[config.mk]
export PLATFORM = sky130hd
export DESIGN_NAME = seg7_display_arbiter
export DESIGN_NICKNAME = d
export VERILOG_FILES = /design/src/rtl/seg7_display_arbiter.sv
export SDC_FILE = /design/constraint.sdc
export NUM_CORES = 1
export LEC_CHECK = 0
export ABC_AREA = 1
export CAP_MARGIN = 20
export CORE_MARGIN = 4
export CORE_UTILIZATION = 32
export DETAILED_ROUTE_END_ITERATION = 12
export GPL_TIMING_DRIVEN = 0
export HOLD_SLACK_MARGIN = 0.03
export PLACE_DENSITY = 0.64
export SLEW_MARGIN = 10
export SYNTH_ARGS = -nofsm -noshare
export SYNTH_HDL_FRONTEND = slang
export SYNTH_SLANG_ARGS = --single-unit
export TNS_END_PERCENT = 1
[constraint.sdc]
create_clock -name clk -period 2.31 [get_ports clk]
set_input_delay 0.231 -clock clk [delete_from_list [all_inputs] [get_ports clk]]
set_output_delay 0.231 -clock clk [all_outputs]
set_load 0.02 [all_outputs]
[src/rtl/seg7_display_arbiter.sv]
// Round-robin owner arbiter for the shared 4-digit seven-segment display, with a minimum hold time per owner.
// Optional urgent requester 0 preemption is compiled in with `define SEG7_ARB_PREEMPT_EN.
module seg7_display_arbiter #(
  parameter int NREQ        = 3,
  parameter int HOLD_CYCLES = 100000000,
  parameter int CNT_W       = 27
) (
  input  logic                 clk,
  input  logic                 rst_n,
  input  logic [NREQ-1:0]      req,
  input  logic [16*NREQ-1:0]   req_value,
  output logic [NREQ-1:0]      gnt,
  output logic [15:0]          disp_value,
  output logic                 disp_blank,
  output logic                 switch_pulse
);

  localparam int IDX_W = (NREQ > 1) ? $clog2(NREQ) : 1;
  localparam logic [CNT_W-1:0] HOLD_LAST = CNT_W'(HOLD_CYCLES - 1);

  typedef enum logic [1:0] {IDLE, SHOW, LINGER} state_t;

  state_t           state_q;
  logic [IDX_W-1:0] owner_q;
  logic [IDX_W-1:0] rrPtr_q;
  logic [CNT_W-1:0] holdCnt_q;
  logic [NREQ-1:0]  gnt_q;
  logic [15:0]      dispValue_q;
  logic             dispBlank_q;
  logic             switchPulse_q;

  logic [15:0]      srcValue [NREQ];
  logic [NREQ-1:0]  ownerMask;
  logic             expired, ownerReq, otherReq, preemptHit;
  logic [CNT_W-1:0] holdNext;
  logic [IDX_W-1:0] idlePick, lingerPick, rotatePick;
  logic             doGrant_d, doRotate_d, doIdle_d, toLinger_d;
  logic [IDX_W-1:0] grantIdx_d;

  function automatic logic [IDX_W-1:0] wrapInc(input logic [IDX_W-1:0] idx);
    int j;
    j = int'(idx) + 1;
    if (j >= NREQ) j = 0;
    return IDX_W'(j);
  endfunction

  // Walk offsets from high to low so the nearest set bit after 'start' wins.
  function automatic logic [IDX_W-1:0] pickFrom(input logic [NREQ-1:0] r,
                                                input logic [IDX_W-1:0] start);
    logic [IDX_W-1:0] sel;
    int j;
    sel = start;
    for (int k = NREQ - 1; k >= 0; k--) begin
      j = int'(start) + k;
      if (j >= NREQ) j = j - NREQ;
      if (r[IDX_W'(j)]) sel = IDX_W'(j);
    end
    return sel;
  endfunction

  for (genvar i = 0; i < NREQ; i++) begin : g_src
    assign srcValue[i] = req_value[16*i +: 16];
  end

  assign ownerMask  = NREQ'(1) << owner_q;
  assign expired    = (holdCnt_q == HOLD_LAST);
  assign ownerReq   = |(req & ownerMask);
  assign otherReq   = |(req & ~ownerMask);
  assign holdNext   = expired ? holdCnt_q : holdCnt_q + CNT_W'(1);
  assign idlePick   = pickFrom(req, rrPtr_q);
  assign lingerPick = pickFrom(req, wrapInc(owner_q));
  assign rotatePick = pickFrom(req & ~ownerMask, wrapInc(owner_q));

`ifdef SEG7_ARB_PREEMPT_EN
  assign preemptHit = (state_q != IDLE) && (owner_q != '0) && req[0];
`else
  assign preemptHit = 1'b0;
`endif

  always_comb begin
    doGrant_d  = 1'b0;
    doRotate_d = 1'b0;
    doIdle_d   = 1'b0;
    toLinger_d = 1'b0;
    grantIdx_d = idlePick;
    case (state_q)
      IDLE: doGrant_d = |req;
      SHOW: begin
        if (preemptHit) begin
          doGrant_d  = 1'b1;
          grantIdx_d = '0;
        end else if (!ownerReq && !expired) begin
          toLinger_d = 1'b1;
        end else if (expired && otherReq) begin
          doGrant_d  = 1'b1;
          doRotate_d = 1'b1;
          grantIdx_d = rotatePick;
        end else if (expired && !ownerReq) begin
          doIdle_d = 1'b1;
        end
      end
      LINGER: begin
        if (preemptHit) begin
          doGrant_d  = 1'b1;
          grantIdx_d = '0;
        end else if (expired) begin
          doGrant_d  = |req;
          doIdle_d   = ~(|req);
          grantIdx_d = lingerPick;
        end
      end
      default: doIdle_d = 1'b1;
    endcase
  end

  always_ff @(posedge clk or negedge rst_n) begin
    if (!rst_n) begin
      state_q       <= IDLE;
      owner_q       <= '0;
      rrPtr_q       <= '0;
      holdCnt_q     <= '0;
      gnt_q         <= '0;
      dispValue_q   <= '0;
      dispBlank_q   <= 1'b1;
      switchPulse_q <= 1'b0;
    end else begin
      switchPulse_q <= doGrant_d;
      if (doGrant_d) begin
        state_q     <= SHOW;
        owner_q     <= grantIdx_d;
        gnt_q       <= NREQ'(1) << grantIdx_d;
        dispValue_q <= srcValue[grantIdx_d];
        dispBlank_q <= 1'b0;
        holdCnt_q   <= '0;
        if (doRotate_d) rrPtr_q <= wrapInc(grantIdx_d);
      end else if (doIdle_d) begin
        state_q     <= IDLE;
        gnt_q       <= '0;
        dispValue_q <= '0;
        dispBlank_q <= 1'b1;
        holdCnt_q   <= '0;
        rrPtr_q     <= wrapInc(owner_q);
      end else if (toLinger_d) begin
        // The last captured value stays on screen while the hold time runs out.
        state_q   <= LINGER;
        gnt_q     <= '0;
        holdCnt_q <= holdNext;
      end else if (state_q == SHOW) begin
        dispValue_q <= srcValue[owner_q];
        holdCnt_q   <= holdNext;
      end else if (state_q == LINGER) begin
        holdCnt_q <= holdNext;
      end
    end
  end

  assign gnt          = gnt_q;
  assign disp_value   = dispValue_q;
  assign disp_blank   = dispBlank_q;
  assign switch_pulse = switchPulse_q;

endmodule
==> results of run 1 <==
power by group through the flow:
stage / Clock (uW) / Combinational, uW / Sequential [uW]
2_1_floorplan: 0 / 2910 / 1590
3_3_place_gp: 0 / 4440 / 1390
3_5_place_dp: 0 / 4460 / 1390
4_1_cts: 946 / 4760 / 1370
5_1_grt: 985 / 5940 / 1410
6_report: 922 / 5470 / 1380
through the flow:
| step | setup slack [ns] | hold WS [ns] | instance area, sq um |
|---|---|---|---|
| 2_1_floorplan | 0.2255 | -0.06459 | 4324 |
| 3_3_place_gp | -0.8288 | 0.4958 | 5255 |
| 3_5_place_dp | -0.2914 | 0.3445 | 5253 |
| 4_1_cts | 0.006076 | 0.5188 | 5600 |
| 5_1_grt | -0.09371 | 0.5507 | 6010 |
| 6_report | 0.01783 | 0.5123 | 6010 |
kinds of logic after synthesis:
| family | count (synthesis) |
|---|---|
| AO/OA/AOI/OAI | 91 |
| AND/OR/NAND/NOR | 370 |
| flip-flops | 54 |
| XOR/XNOR | 7 |
| adder cells (fa/ha/maj) | 7 |
| buffers and inverters | 105 |
sequential cells by signal, indices dropped and copies added (netlist names):
name and cells:
switch_pulse 1, gnt 3, disp_value 16, holdCnt_q 27
state_q 2, disp_blank 1, owner_q 2, rrPtr_q 2
what timing repair did:
action / in CTS / in global routing
hold buffers: 1 / 0
endpoints found under the hold margin: 51 / 0
gates cloned: 0 / 2
gates resized for setup: 19 / 69
buffers inserted: 10 / 22
pin swaps: 8 / 28
setup endpoints to repair: 35 / 39
worst register-to-register path, cell delays in order (launching register included):
cell	delay [ns]
dfrtp_2	0.44
ha_4	0.30
inv_4	0.05
a21oi_2	0.12
o21ai_2	0.08
buf_4	0.15
a21oi_2	0.18
nor2_4	0.06
a21oi_4	0.14
buf_6	0.15
nor2_4	0.04
buf_2	0.15
buf_4	0.14
a32o_1	0.19
layer usage:
metal,GRT usage,share of wire,up-vias
met5,0,0,-
met4,0.03933,0.015,0
li1,-,-,2327
met3,0.03050,0.059,18
met1,0.2364,0.46,2208
met2,0.2704,0.47,148
how the worst max path moves through the flow:
stage            startpoint        endpoint  cells past startpoint
3_5_place_dp         req[0]      rrPtr_q[0]                     14
3_3_place_gp          rst_n  disp_value[14]                      1
5_1_grt        holdCnt_q[5]          gnt[2]                     17
4_1_cts        holdCnt_q[1]   disp_value[6]                     17
2_1_floorplan  holdCnt_q[0]   disp_value[4]                     17
6_report         rrPtr_q[1]          gnt[2]                     13
cells in the mapped netlist (all sizes together):
cell	number	area, sq um
a21oi	28	173.9
a22oi	11	82.58
a31o	1	8.760
a31oi	1	6.260
a32o	1	10.01
buf	21	142.6
clkbuf	3	11.26
clkinv	1	3.750
dfrtp	53	1326
dfstp	1	26.28
ha	7	87.58
inv	80	300.3
nand2	163	681.9
nand3	70	370.4
nand3b	4	30.03
nand4	26	162.7
nor2	67	307.8
nor3	25	146.4
nor3b	1	7.510
nor4	5	31.28
o211ai	6	45.04
o21a	3	22.52
o21ai	37	185.2
o21bai	1	18.77
o41ai	2	17.52
or2	9	56.30
xnor2	1	8.760
xor2	6	52.55
layout make-up:
cell class	instances	area, sq um	share of cell area
timing repair buffer	106	1023	0.1703
clock inverter	2	38.79	0.006454
clock buffer	6	138.9	0.02311
multi-input combinational	475	2745	0.4568
buffer	24	173.9	0.02894
inverter	81	311.5	0.05184
sequential	54	1358	0.2259
tap	176	220.2	0.03664
==> flow_summary.json, run 1 <==
{
  "synthAdderAreaFrac": 0.02025,
  "min_period_ns": 2.292,
  "most-common-layout-cells": "140 x nand2_1, 70 x clkdlybuf4s50_1, 61 x inv_1, 61 x nand3_1, 49 x dfrtp_1",
  "crit_fanout": 5,
  "finClkSkew_ns": 0.007410,
  "worstHoldPathType": "register to register",
  "clkLatencyLatePin_ns": 0.30,
  "utilization": 0.4538,
  "avgSynthCellArea_sq_um": 6.820,
  "route.final.wire_length_mm": 13.82,
  "clkPwrFrac": 0.119,
  "cts-root-buf": "clkbuf_16",
  "cts_tree": "yes",
  "grt_usage": 0.1686,
  "muxShareOfSynthArea": 0,
  "crit_arrival_ns": 2.49,
  "initialDrtViolationCount": 381,
  "yosysSeqAreaShare": 0.3128,
  "totalPowerFinal_uw": 7776,
  "synth_seq_cells": 54,
  "drv_slew": 0,
  "synth_xor_area_frac": 0.01418,
  "first_pass_iters": 5,
  "clk_path_buf_depth": 2,
  "row_count": 42,
  "start_util": 0.3265,
  "max_slew_margin": 0.5164,
  "slowest_stage": "dfrtp_2",
  "cts_sinks": 54,
  "path_cells": "ha_4 > inv_4 > a21oi_2 > o21ai_2 > buf_4 > a21oi_2 > nor2_4 > a21oi_4 > buf_6 > nor2_4 > buf_2 > buf_4 > a32o_1",
  "setup_viol": 0,
  "whs_path_depth": 2,
  "synth_top_family_by_area": "simple AND/OR/NAND/NOR gates",
  "clock.fmax_mhz": 436.3,
  "combPwrFrac": 0.704,
  "min_to": "gnt[0]",
  "vias": 4701,
  "grt-ovfl-total": 0,
  "timing.rr.end": "gnt[2]",
  "fillers": 1350,
  "period_share": 0.9923,
  "r2r_start": "rrPtr_q[1]",
  "p_per_area_mw_per_mm2": 1294,
  "syn2layout_area_growth_pct": 38.98,
  "die_x_microns": 124.2,
  "internal_power_uw": 4026,
  "hold_viol": 0,
  "port_buffers": 71,
  "layout_commonest_cell": "nand2_1",
  "vias_per_cell": 5.088,
  "wl_per_cell_microns": 14.96,
  "io_pins": 74,
  "diodes": 0,
  "grt_pass1_wl_mm": 21.70,
  "tightestPinTransition_ns": 0.7255,
  "cp-end-kind": "register",
  "required_ns": 2.51,
  "grt_max_degree": 55,
  "drc": 0,
  "ant_nets": 0,
  "r2r_slack_ns": 0.02,
  "placedCellCount": 881,
  "switching_share": 0.4823,
  "hold_start": "gnt[0]",
  "layout.cells.non_filler": 924,
  "finalSetupTns_ns": 0,
  "path_clk_slew_ns": 0.07,
  "die_y_microns": 124.2,
  "syn_inst": 634,
  "crit_family": "compound AO/OA/AOI/OAI gates",
  "core_area_sq_mm": 0.01324,
  "outcome": "completed",
  "grt_pass1_vias": 4262,
  "critPathKind": "register to register",
  "die_area_sq_mm": 0.01544,
  "place.gp.congestion": 0.8645,
  "worst-path-buf-inv": 5,
  "rsz0062_at_grt": "yes",
  "syn-cell-area_sq_mm": 0.004324,
  "htreeDepth": 2,
  "slowest_delay_ns": 0.44,
  "pwr-share-seq": 0.178,
  "synthSimpleGateAreaFrac": 0.4149,
  "post-dp-hpwl_mm": 9.705,
  "drive_gt1_frac": 0.2299,
  "fin_nets": 807,
  "synth_compound_area_frac": 0.1319,
  "synth_cell_type_count": 44,
  "ir_worst_vdd_mv": 0.5730,
  "cap_violations": 0,
  "leakage_uw": 0.002690,
  "yosysWarnings": 0,
  "cp-start-kind": "register",
  "reg2reg_depth": 13,
  "numCtsBuffers": 5,
  "synth_nets": 694,
  "net-switching-power_uw": 3750,
  "antenna_found_initial": 0
}
(Power assumes the default switching activity.)
==> inputs of run 2 (changes only) <==
CORE_MARGIN = 1.5   (was 4)
clock period = 2.2 ns   (was 2.31 ns; I/O delays follow)
==> run 2 against run 1 <==
Effect of this change: the run now ends with setup timing left; final cell count up 0.76%; largest power group unchanged; combinational power up 4.6%; global-route usage up 2.2 points.
==> flow_summary.json, run 2 (synthesized netlist as in run 1, its figures left out) <==
{
  "cts_sinks": 54,
  "drc": 0,
  "ant_nets": 0,
  "largest_reg_flops": 27,
  "die_area_sq_mm": 0.01422,
  "failed_checks": "setup timing",
  "outcome": "finished, violations left",
  "io_pins": 74,
  "cp-end-kind": "register",
  "r2r_slack_ns": -0.08,
  "cap_violations": 0,
  "antenna_found_initial": 0,
  "layout.cells.non_filler": 931,
  "tightestPinTransition_ns": 0.7262,
  "rsz0062_at_grt": "yes",
  "max_slew_margin": 0.5159,
  "worstHoldPathType": "input port to async pin",
  "row_count": 42,
  "wl_per_cell_microns": 14.57,
  "die_x_microns": 119.2,
  "clkLatencyLatePin_ns": 0.31,
  "cts-root-buf": "clkbuf_16",
  "post-dp-hpwl_mm": 9.592,
  "port_buffers": 71,
  "route.final.wire_length_mm": 13.56,
  "r2r_start": "holdCnt_q[0]",
  "drv_slew": 0,
  "layout_commonest_cell": "nand2_1",
  "top_register": "holdCnt_q",
  "min_period_ns": 2.276,
  "most-common-layout-cells": "131 x nand2_1, 70 x clkdlybuf4s50_1, 56 x nand3_1",
  "switching_share": 0.4835,
  "start_util": 0.3278,
  "finalSetupTns_ns": -0.2627,
  "fin_ws_ns": -0.07650,
  "grt_max_degree": 55,
  "met3_usage": 0.02586,
  "initialDrtViolationCount": 403,
  "met1_usage": 0.2566,
  "cp-start-kind": "register",
  "reg2reg_depth": 14,
  "diodes": 0,
  "gr-max-usage-layer": "met2",
  "place.gp.congestion": 0.8906,
  "p_per_area_mw_per_mm2": 1322,
  "finClkSkew_ns": 0.006313,
  "grt_usage": 0.1905,
  "grt_pass1_vias": 4442,
  "drive_gt1_frac": 0.2728,
  "htreeDepth": 2,
  "clock.fmax_mhz": 439.3,
  "leakage_uw": 0.002733,
  "crit_arrival_ns": 2.48,
  "die_y_microns": 119.2,
  "grt-ovfl-total": 0,
  "pwr-share-seq": 0.178,
  "critPathKind": "register to register",
  "vias": 4730,
  "syn2layout_area_growth_pct": 42.82,
  "net-switching-power_uw": 3947,
  "fin_nets": 814,
  "first_pass_iters": 5,
  "internal_power_uw": 4217,
  "core_area_sq_mm": 0.01319,
  "timing.rr.end": "holdCnt_q[20]",
  "grt_use_met2": 0.3158,
  "clk_path_buf_depth": 2,
  "period_share": 1.035,
  "vias_per_cell": 5.081,
  "clkPwrFrac": 0.121,
  "combPwrFrac": 0.701,
  "numCtsBuffers": 5,
  "multi_input_area_sq_mm": 0.002845,
  "crit_fanout": 10,
  "hold_viol": 0,
  "required_ns": 2.41,
  "setup_viol": 5,
  "fillers": 1316,
  "grt_pass1_wl_mm": 21.68,
  "totalPowerFinal_uw": 8163,
  "placedCellCount": 881,
  "path_clk_slew_ns": 0.08,
  "cts_tree": "yes",
  "ir_worst_vdd_mv": 0.5625,
  "utilization": 0.4682,
  "dp_slack_ns": -0.3677,
  "seqCellArea_sq_mm": 0.001358
}
[run 2: layout make-up]
class,count,area share
Inverter,81,0.05004
Multi-Input combinational cell,476,0.4607
Timing Repair Buffer,112,0.1752
Clock buffer,6,0.02249
Clock inverter,2,0.006280
Tap cell,176,0.03566
Buffer,24,0.02978
Sequential cell,54,0.2198
[run 2: how the worst max path moves through the flow]
stage,from,to,cells past startpoint
global placement,rst_n,disp_value[7],1
CTS,holdCnt_q[1],disp_value[2],16
detailed placement,req[0],rrPtr_q[0],16
finish,holdCnt_q[0],holdCnt_q[20],14
floorplan,holdCnt_q[0],disp_value[4],17
global route,holdCnt_q[5],gnt[2],17
[run 2: what timing repair did]
action                                  CTS  global route
hold buffers                              1             0
gates resized for setup                  40            87
gates cloned                              2             1
pin swaps                                12            38
endpoints found under the setup margin   46            38
hold endpoints to repair                 53             0
buffers inserted                         13            25
[run 2: stage by stage]
step | area [sq um] | hold WS [ns]
finish | 6176 | 0.4939
global route | 6176 | 0.5373
CTS | 5690 | 0.5086
detailed placement | 5253 | 0.3302
global placement | 5255 | 0.4996
floorplan | 4324 | -0.07559
[run 2: power groups by stage]
stage | clock (uW) | combinational [uW] | sequential, uW
final | 988 | 5720 | 1460
after detailed placement | 0 | 4670 | 1460
after global routing | 1050 | 6250 | 1500
after CTS | 1020 | 5150 | 1450
after floorplan | 0 | 3060 | 1670
after global placement | 0 | 4620 | 1460
[run 2: layer usage]
metal	part of all wire	routed length, microns
met2	0.47	6406
met1	0.46	6269
met4	0.017	234
met3	0.048	652
met5	0	0
[run 2: worst max-delay path, stage by stage, from the launching register on]
cell and delay [ns]:
dfrtp_1 0.41, ha_4 0.18, nand3_4 0.10, inv_2 0.06, nand2_4 0.08, nor2_4 0.04
nand2_4 0.12, nand2_4 0.08, buf_12 0.16, nor3_4 0.18, nand3_2 0.14, nor3_4 0.30
buf_4 0.17, a21oi_1 0.06, o21a_1 0.10
==> inputs of run 3 (changes only) <==
CORE_ASPECT_RATIO = 1.1   (was default)
CTS_CLUSTER_SIZE = 16   (was default)
==> run 3 against run 2 <==
Effect of this change: fmax down 0.50%; via count is 1.3% lower; largest power group unchanged; the flow still finishes with violations (setup timing); critical path depth unchanged; global-route usage is 0.30 points higher; critical path type unchanged; utilization decreased by 2.0 points.
==> flow_summary.json, run 3 (synthesized netlist as in run 1, its figures left out) <==
{
  "slowest_delay_ns": 0.43,
  "grt_pass1_wl_mm": 22.45,
  "r2r_start": "rrPtr_q[1]",
  "syn2layout_area_growth_pct": 37.10,
  "met3_usage": 0.03990,
  "die_area_sq_mm": 0.01422,
  "ir_worst_vdd_mv": 0.7304,
  "drv_slew": 0,
  "cp-end-kind": "register",
  "top_register": "holdCnt_q",
  "cts_sinks": 54,
  "placedCellCount": 866,
  "failed_checks": "setup timing",
  "setup_viol": 19,
  "fillers": 1351,
  "placed_area_sq_mm": 0.005234,
  "outcome": "finished, violations left",
  "drive_gt1_frac": 0.2300,
  "layout_commonest_cell": "nand2_1",
  "hold_viol": 0,
  "fin_ws_ns": -0.08784,
  "crit_fanout": 5,
  "grt_max_degree": 55,
  "die_x_microns": 113.8,
  "path_clk_slew_ns": 0.07,
  "vias": 4667,
  "largest_reg_flops": 27,
  "utilization": 0.4487,
  "crit_arrival_ns": 2.53,
  "grt_usage": 0.1935,
  "stdcell_area_sq_mm": 0.005928,
  "port_buffers": 71,
  "fin_nets": 798,
  "met1_usage": 0.2367,
  "core_area_sq_mm": 0.01321,
  "critPathKind": "register to register",
  "grt_use_met2": 0.3420,
  "start_util": 0.3273,
  "leakage_uw": 0.002615,
  "antenna_found_initial": 0,
  "diodes": 0,
  "grt-ovfl-total": 0,
  "layout.cells.non_filler": 900,
  "route.final.wire_length_mm": 13.47,
  "post-dp-hpwl_mm": 9.628,
  "io_pins": 74,
  "initialDrtViolationCount": 343,
  "worstHoldPathType": "input port to async pin",
  "row_count": 44,
  "max_slew_margin": 0.5241,
  "min_period_ns": 2.288,
  "slowest_stage": "dfrtp_1",
  "cts_tree": "yes",
  "clk_path_buf_depth": 2,
  "period_share": 1.040,
  "cap_violations": 0,
  "die_y_microns": 124.9,
  "htreeDepth": 2,
  "p_per_area_mw_per_mm2": 1340,
  "tightestPinTransition_ns": 0.7139,
  "clkLatencyLatePin_ns": 0.30,
  "hold_slack_ns": 0.5151,
  "wl_per_cell_microns": 14.97,
  "clock.fmax_mhz": 437.1,
  "cp-start-kind": "register",
  "most-common-layout-cells": "138 x nand2_1, 69 x clkdlybuf4s50_1, 60 x inv_1",
  "place.gp.congestion": 0.8906,
  "drc": 0,
  "numCtsBuffers": 5,
  "first_pass_iters": 5,
  "path_cells": "ha_4 > inv_4 > a21oi_2 > o21ai_2 > buf_4 > a21oi_2 > nor2_4 > a21oi_4 > buf_2 > nand3_1 > nand2_1 > nand3b_1 > nand2_1 > inv_1",
  "finClkSkew_ns": 0.006329,
  "finalSetupTns_ns": -0.8445,
  "cts-root-buf": "clkbuf_16",
  "vias_per_cell": 5.186,
  "rsz0062_at_grt": "yes",
  "grt_pass1_vias": 4655,
  "gr-max-usage-layer": "met2",
  "crit_path_start": "rrPtr_q[1]",
  "required_ns": 2.44,
  "multi_input_area_sq_mm": 0.002775,
  "ant_nets": 0,
  "seqCellArea_sq_mm": 0.001354
}
## run 3: cell count changes in the layout (fill, tap and decap cells not counted), moves of 5 or more
cell	delta
buf_4	-11
inv_1	+5
inv_2	-6
nand2_1	+7
nand2_2	-5
## run 3: worst max-delay path: cells and delay by family, from the launching register on
family          cells  cell delay (ns)
simple gates        5             0.39
fa+ha+maj           1             0.32
flops               1             0.43
compound gates      4             0.61
buf+inv             4             0.49
## run 3: through the flow
stage / power (uW) / setup slack (ns)
finish: 7946 / -0.08784
global route: 8565 / -0.2281
CTS: 7681 / -0.05029
detailed placement: 6176 / -0.4314
global placement: 6159 / -0.8977
floorplan: 4725 / 0.1155
## run 3: report_power, final
group          internal [uW]  total (uW)  leakage (uW)  switching, uW
sequential              1280        1460      0.000704            182
clock                    459         855     0.0000735            397
combinational           2280        5630       0.00184           3350
## run 3: repair_timing
| action | CTS | global route |
|---|---|---|
| endpoints found under the hold margin | 53 | 0 |
| pin swaps | 15 | 23 |
| setup endpoints to repair | 47 | 38 |
| resized for setup | 53 | 44 |
| setup buffers | 15 | 9 |
| hold buffers | 1 | 0 |
| gates cloned | 1 | 0 |
## run 3: area by class of cell
| type | count | share of cell area |
|---|---|---|
| buffer | 24 | 0.02976 |
| clock buffer | 6 | 0.02343 |
| clock inverter | 2 | 0.002744 |
| inverter | 81 | 0.05255 |
| multi-input combinational | 475 | 0.4681 |
| sequential | 54 | 0.2284 |
| tap | 161 | 0.03398 |
| timing repair buffer | 97 | 0.1610 |
## run 3: path summary, 6_finish.rpt
kind | endpoint | slack, ns | cells past startpoint
min in group clk | disp_blank | 0.53 | 2
worst min-delay path | holdCnt_q[18] | 0.52 | 2
worst min register to register | disp_blank | 0.53 | 2
worst max-delay path | disp_value[13] | -0.09 | 14
worst max register to register | disp_value[13] | -0.09 | 14
max in group asynchronous | owner_q[1] | 1.17 | 2
## run 3: layer usage
| metal | wire length [microns] | vias to the layer above | part of all wire |
|---|---|---|---|
| met5 | 0 | - | 0 |
| met4 | 180 | 0 | 0.013 |
| met3 | 840 | 21 | 0.062 |
| met2 | 6599 | 162 | 0.49 |
| met1 | 5851 | 2167 | 0.43 |
| li1 | - | 2317 | - |
